==> config.mk <==
export PLATFORM = sky130hd
export DESIGN_NAME = bcd_to_binary
export DESIGN_NICKNAME = d
export VERILOG_FILES = /design/src/rtl/bcd_to_binary_pkg.sv /design/src/rtl/bcd_digit_sub3.sv /design/src/rtl/bcd_to_binary.sv
export SDC_FILE = /design/constraint.sdc
export NUM_CORES = 1
export LEC_CHECK = 0
export BUFFER_PORTS_ARGS = -buffer_cell sky130_fd_sc_hd__buf_2
export CAP_MARGIN = 20
export CELL_PAD_IN_SITES_DETAIL_PLACEMENT = 1
export CELL_PAD_IN_SITES_GLOBAL_PLACEMENT = 2
export CORE_MARGIN = 5
export CORE_UTILIZATION = 35
export DETAILED_ROUTE_END_ITERATION = 6
export PLACE_DENSITY_LB_ADDON = 0.1
export SLEW_MARGIN = 20
export SYNTH_ARGS = -nofsm -noshare
export SYNTH_HDL_FRONTEND = slang
export SYNTH_SLANG_ARGS = --single-unit
==> constraint.sdc <==
create_clock -name CLK -period 2.46 [get_ports CLK]
set_input_delay 0.246 -clock CLK [delete_from_list [all_inputs] [get_ports CLK]]
set_output_delay 0.246 -clock CLK [all_outputs]
set_load 0.005 [all_outputs]
==> src/rtl/bcd_to_binary_pkg.sv <==
// Shared constants for the BCD-to-binary converter: sizing defaults,
// nibble width and the legacy 3-bit FSM state encoding.
package bcd_to_binary_pkg;

  localparam int unsigned DIGITS_DEF = 4;
  localparam int unsigned BIN_W_DEF  = 14;
  localparam int unsigned NIB_W      = 4;

  localparam logic [2:0] ST_IDLE  = 3'd0;
  localparam logic [2:0] ST_INIT  = 3'd1;
  localparam logic [2:0] ST_SHIFT = 3'd2;
  localparam logic [2:0] ST_CHECK = 3'd3;
  localparam logic [2:0] ST_DONE  = 3'd4;

endpackage

==> src/rtl/bcd_digit_sub3.sv <==
// Reverse double-dabble correction cell: a BCD nibble >= 8 has 3 subtracted.
module bcd_digit_sub3
  import bcd_to_binary_pkg::*;
(
  input  logic [NIB_W-1:0] din,
  output logic [NIB_W-1:0] dout
);

  always_comb begin
    dout = din;
    if (din >= NIB_W'(8))
      dout = din - NIB_W'(3);
  end

endmodule

==> src/rtl/bcd_to_binary.sv <==
// Sequential 4-digit packed BCD to 14-bit binary converter using the
// shift-right / subtract-3 (reverse double-dabble) algorithm.
module bcd_to_binary
  import bcd_to_binary_pkg::*;
#(
  parameter int unsigned DIGITS = DIGITS_DEF,
  parameter int unsigned BIN_W  = BIN_W_DEF
) (
  input  logic                    CLK,
  input  logic                    RST,
  input  logic                    START,
  input  logic [DIGITS*NIB_W-1:0] BCDIN,
  output logic [BIN_W-1:0]        BIN,
  output logic                    DONE,
  output logic                    BUSY,
  output logic                    ERR
);

  localparam int unsigned BCD_W    = DIGITS * NIB_W;
  localparam int unsigned SR_W     = BCD_W + BIN_W;
  localparam logic [3:0]  CNT_LAST = 4'(BIN_W);

  logic [2:0]       state;
  logic [SR_W-1:0]  sr;
  logic [3:0]       cnt;
  logic             invalid;
  logic [BCD_W-1:0] bcd_fix;
  logic             bcdin_bad;

  for (genvar g = 0; g < DIGITS; g++) begin : gen_fix
    bcd_digit_sub3 u_sub3 (
      .din  (sr[BIN_W + g*NIB_W +: NIB_W]),
      .dout (bcd_fix[g*NIB_W +: NIB_W])
    );
  end

  always_comb begin
    bcdin_bad = 1'b0;
    for (int unsigned i = 0; i < DIGITS; i++)
      if (BCDIN[i*NIB_W +: NIB_W] > NIB_W'(9))
        bcdin_bad = 1'b1;
  end

  // BUSY stays up for one IDLE cycle after the DONE pulse, so a held START
  // is only re-accepted on the cycle after BUSY drops (32-cycle cadence).
  always_ff @(posedge CLK) begin
    if (!RST) begin
      state   <= ST_IDLE;
      sr      <= '0;
      cnt     <= '0;
      invalid <= 1'b0;
      BIN     <= '0;
      DONE    <= 1'b0;
      BUSY    <= 1'b0;
      ERR     <= 1'b0;
    end else begin
      DONE <= 1'b0;
      case (state)
        ST_IDLE: begin
          if (BUSY) begin
            BUSY <= 1'b0;
          end else if (START) begin
            BUSY  <= 1'b1;
            state <= ST_INIT;
          end
        end
        ST_INIT: begin
          sr      <= {BCDIN, {BIN_W{1'b0}}};
          cnt     <= '0;
          invalid <= bcdin_bad;
          state   <= ST_SHIFT;
        end
        ST_SHIFT: begin
          sr    <= sr >> 1;
          cnt   <= cnt + 4'd1;
          state <= ST_CHECK;
        end
        ST_CHECK: begin
          if (cnt == CNT_LAST) begin
            state <= ST_DONE;
          end else begin
            sr    <= {bcd_fix, sr[BIN_W-1:0]};
            state <= ST_SHIFT;
          end
        end
        ST_DONE: begin
          BIN   <= invalid ? '0 : sr[BIN_W-1:0];
          ERR   <= invalid;
          DONE  <= 1'b1;
          state <= ST_IDLE;
        end
        default: state <= ST_IDLE;
      endcase
    end
  end

endmodule

After elaboration in Yosys (flattened, before gate mapping). Cells that the tools add are included.

Register bits after elaboration: 55. Input port bits: 19. Output and inout bits: 17. Logic and storage cells: 66.

Add/sub/neg operators: 5. Order comparisons: 8. Equal/unequal tests: 12. Muxes and demuxes: 19. Bitwise gates (word level): 1. Reduce and logical (&&, ||, !) cells: 9.

Operator list (count): $pmux 30 s3 (1); $mux 30 (1); $ge 4x4->1 const B (4); $gt 4x4->1 const B (4); $mux 4 (4); $sub 4x2->4 const B (4); $mux 14 (1); $pmux 3 s4 (1); $reduce_and 3->1 (4); $mux 3 (3); $ne 2x1->1 const B (4); $pmux 4 s2 (1); $mux 1 (7); $eq 3x2->1 const B (2); $ne 2x2->1 const B (3); $add 4x1->4 const B (1); $eq 4x4->1 const B (1); $reduce_and 2->1 (2); $eq 3x1->1 const B (1); $eq 3x3->1 const B (1); $logic_not 3->1 (1); $reduce_bool 3->1 (1); $reduce_bool 2->1 (1); $not 1->1 (1).

Logic depth before layout (Yosys ltp).
Word-level depth: 5. Gate-level depth with buffers: 7. Mapped depth without buffers: 6.

Modules after synthesis. From an unflattened synthesis, not the netlist that was laid out.

Cells, all modules: 360. Area total of the unflattened synthesis: 2930.3 sq um.

Modules (own cells, without submodules): bcd_to_binary (times used 1, cells an instance 316, area each 2625.0 sq um, seq. area each 1101.1 sq um); bcd_digit_sub3 (times used 4, cells an instance 11, area each 76.3 sq um, seq. area each 0.0 sq um).

Worst setup path after synthesis. Ideal clock, no wire load.

Kind: register -> register. From: register cnt[0]. To: register sr[27]. Library setup time: 128 ps. Data arrival time: 1567 ps. Setup slack: 765 ps. Stages on the path, launching flop included: 8. Buffers on the path: 1. Clock period less this slack: 1695 ps. Path through: dfxtp_1 -> inv_1 -> ha_1 -> and3_1 -> buf_4 -> o32ai_1 -> mux2i_1 -> nor2_1.

Word-level cells in the longest chain between the ends: 3.

Ends and longest elaborated chain: start: declaration (RTL line bcd_to_binary.sv:25) `logic [3:0] cnt;`; start signal: assignment (RTL line bcd_to_binary.sv:75) `cnt <= cnt + 4'd1;`; $eq 4x4->1 (RTL line bcd_to_binary.sv:79) `if (cnt == CNT_LAST) begin`; $ne 2x2->1 (no line); $reduce_and 3->1 (no line); end signal: assignment (RTL line bcd_to_binary.sv:68) `sr <= {BCDIN, {BIN_W{1'b0}}};`; end signal: assignment (RTL line bcd_to_binary.sv:74) `sr <= sr >> 1;`; end signal: assignment (RTL line bcd_to_binary.sv:82) `sr <= {bcd_fix, sr[BIN_W-1:0]};`; end: declaration (RTL line bcd_to_binary.sv:24) `logic [SR_W-1:0] sr;`.

No other way between the ends. A chain may end at the register's enable or synchronous reset.

Worst setup path after layout. Same ends and word-level chain as after synthesis.

==> impl_metrics.csv <==
group,metric,value,unit
status,status,"complete, no violations",
cts,cts_hold_buf,0,
final_layout,stdcell_count,468,
worst_hold_path,hold_start,"RST",
routing,routed-via-count,2527,
worst_setup_path,path_class,"flip-flop to flip-flop",
final_layout,syn2layout_area_growth,12.5,%
logic_synthesis,synth_warnings,0,
grt,grt_use_met2,25.3,%
logic_synthesis,synth_top_area_share,38.0,%
job,max_cap_violations,0,
logic_synthesis,syn_inst,335,
placed_design,port_buffers,35,
cts,clk_path_buf_depth,2,
cts,clk-insertion-delay-late,310,ps
worst_hold_path,hp-class,"input pin to flip-flop",
die,die_width,101,µm
worst_setup_path,r2r_start,"cnt[0]$_SDFFE_PN0P_",
die,die-height,101,µm
worst_setup_path,crit_path_max_incr_delay,610,ps
final_layout,final_core_util,40.1,%
placed_design,place_area,0.00316,mm²
placed_design,dp_cells,461,
timing,hold_violations,0,
timing,timing.fmax,498,MHz
timing,timing.setup.tns,0,ps
routing,drcViolationCount,0,
grt,antenna_found_initial,0,
timing,fin_ws,452,ps
routing,first_iter_violations,123,
grt,grt_pass1_wl,13500,µm
logic_synthesis,mappedNetlistNets,364,
die,start_util,35.6,%
cts,ctsRootBufferMaster,"clkbuf_8",
timing,worst_hold_slack,247,ps
cts,cts_max_level,2,
grt,busiest_layer,"met2",
grt,grt_pass1_vias,2585,
cts,clkTransAtPathRegs,110,ps
grt,grt.met3_usage,2.49,%
timing,setup_violations,0,
logic_synthesis,syn_area,0.00290,mm²
cts,cts-resized-gates,0,
worst_setup_path,crit_fanout,8,
placed_design,dp_slack,473,ps
routing,first_pass_iters,4,
cts,cts_inserted_buffers,5,
die,core-area,0.00813,mm²
timing,min_period,2010,ps
timing,period_share,81.6,%
timing,relSlewSlack,58.9,%
routing,ant_nets,0,
power,power.total,1.99,mW
routing,wl,8190,µm
final_layout,fin_nets,392,
worst_setup_path,critPathRequiredTime,2650,ps
worst_setup_path,crit_slowest_cell,"o32ai_1",
die,io_pins,36,
cts,post_cts_buffers,0,
power,p_per_area,610,mW/mm²
power,peakVddDrop,0.260,mV
logic_synthesis,ys_seq_elements,55,
routing,wl_per_cell,17.5,µm
cts,cts_sinks,55,
worst_setup_path,crit_chain,"inv_1 > ha_1 > and3_1 > o32ai_1 > mux2i_1 > nor2_1",
logic_synthesis,yosysTopAreaCell,"dfxtp_1",
placed_design,dp_hpwl,5710,µm
worst_setup_path,end_kind,"flip-flop",
placed_design,place.gp.congestion,0.820,
logic_synthesis,synth_seq_area_share,38.0,%
timing,worst_pin_slew,614,ps
final_layout,final_cell_mix,"dfxtp_1 (55), buf_2 (35), a21oi_1 (33)",
logic_synthesis,synthArstFlopShare,0,%
logic_synthesis,synth.top_cells.by_area,"dfxtp_1 (38%), a21oi_1 (5.7%), ha_1 (4.3%), a22o_1 (3.9%), nand2_1 (3.8%)",
logic_synthesis,synth_edf_count,0,
worst_setup_path,critPathArrivalTime,2200,ps
power,p_leak,1.26,nW
cts,cts_tree,"yes",
logic_synthesis,ys_types,52,
grt,grtUsageTotal,16.5,%
worst_setup_path,worstSetupStartpointType,"flip-flop",
timing,rsz0062_at_grt,"no",
timing,fin_skew,9.83,ps
final_layout,antennaDiodeCount,0,
logic_synthesis,avgSynthCellArea,8.65,µm²
grt,grt_max_degree,42,
grt,overflow,0,
worst_setup_path,critPathTopFamily,"compound AO/OA/AOI/OAI gates",
worst_setup_path,critPathBufInv,1,
routing,drt-vias-per-instance,5.40,
final_layout,fin_area,0.00326,mm²
timing,finalMaxSlewViolations,0,
final_layout,drive_gt1_share,17.9,%
worst_setup_path,worstSetupStartpoint,"cnt[0]$_SDFFE_PN0P_",
logic_synthesis,yosys_most_used_dff,"dfxtp_1",
die,die-area,0.0102,mm²
die,rows,33,
grt,met1_usage,24.4,%
final_layout,final_common_cell,"dfxtp_1",
worst_setup_path,reg2reg_setup_slack,450,ps
## report_power, final
group | total [mW] | switching, mW | internal (mW)
registers | 0.993 | 0.0582 | 0.935
logic | 0.387 | 0.222 | 0.165
clock network | 0.607 | 0.308 | 0.300
total | 1.99 | 0.588 | 1.40
## per-layer routing
layer	wire, µm	share of wire, %
met1	4330	53
met2	3640	44
met3	179	2.2
met4	44	0.54
met5	0	0
## flip-flops by register name, summed over array words and instances, names as in the netlist
signal / flops
ERR: 1
cnt: 4
sr: 30
invalid: 1
DONE: 1
state: 3
BUSY: 1
BIN: 14
## worst paths after layout
check	to	cells past startpoint
max	sr[27]$_SDFFE_PN0P_	6
max reg2reg	sr[27]$_SDFFE_PN0P_	6
min	cnt[1]$_SDFFE_PN0P_	2
min reg2reg	BIN[10]$_SDFFE_PN0P_	2
## synth_stat cells (2+ instances only)
master and count:
a211oi_1 3, a21oi_1 33, a22o_1 13, a22oi_1 14, a31oi_1 2, and2_1 4
and3_1 4, buf_1 3, buf_2 5, buf_4 6, clkbuf_1 10, dfxtp_1 55
ha_1 10, inv_1 15, mux2_2 8, mux2i_1 6, nand2_1 29, nand2b_1 4
nand3_1 2, nand3b_1 14, nor2_1 27, nor3_1 2, nor4bb_1 5, o211ai_1 7
o21a_1 2, o21ai_0 18, o311a_1 4, o311ai_0 2, o32ai_1 4, xor2_1 2
## final cells by class
class | count | area, µm²
Timing Repair Buffer | 46 | 258
Clock buffer | 6 | 72.6
Tap cell | 105 | 131
Sequential cell | 55 | 1100
Fill cell | 979 | 4870
Inverter | 16 | 60.1
Multi-Input combinational cell | 239 | 1610
Clock inverter | 1 | 30.0
## logic make-up (layout without fill, tap and decap cells)
group	count (synthesis)	count (layout)	synth area share [%]
multiplexers	14	14	5.18
AO/OA/AOI/OAI	113	113	26.8
adder cells (fa/ha/maj)	10	10	4.32
buffers and inverters	41	69	6.56
XOR/XNOR	3	3	1.17
AND/OR/NAND/NOR	99	99	18.0
flip-flops	55	55	38.0
Note: power is estimated with default switching activity, not from simulation.
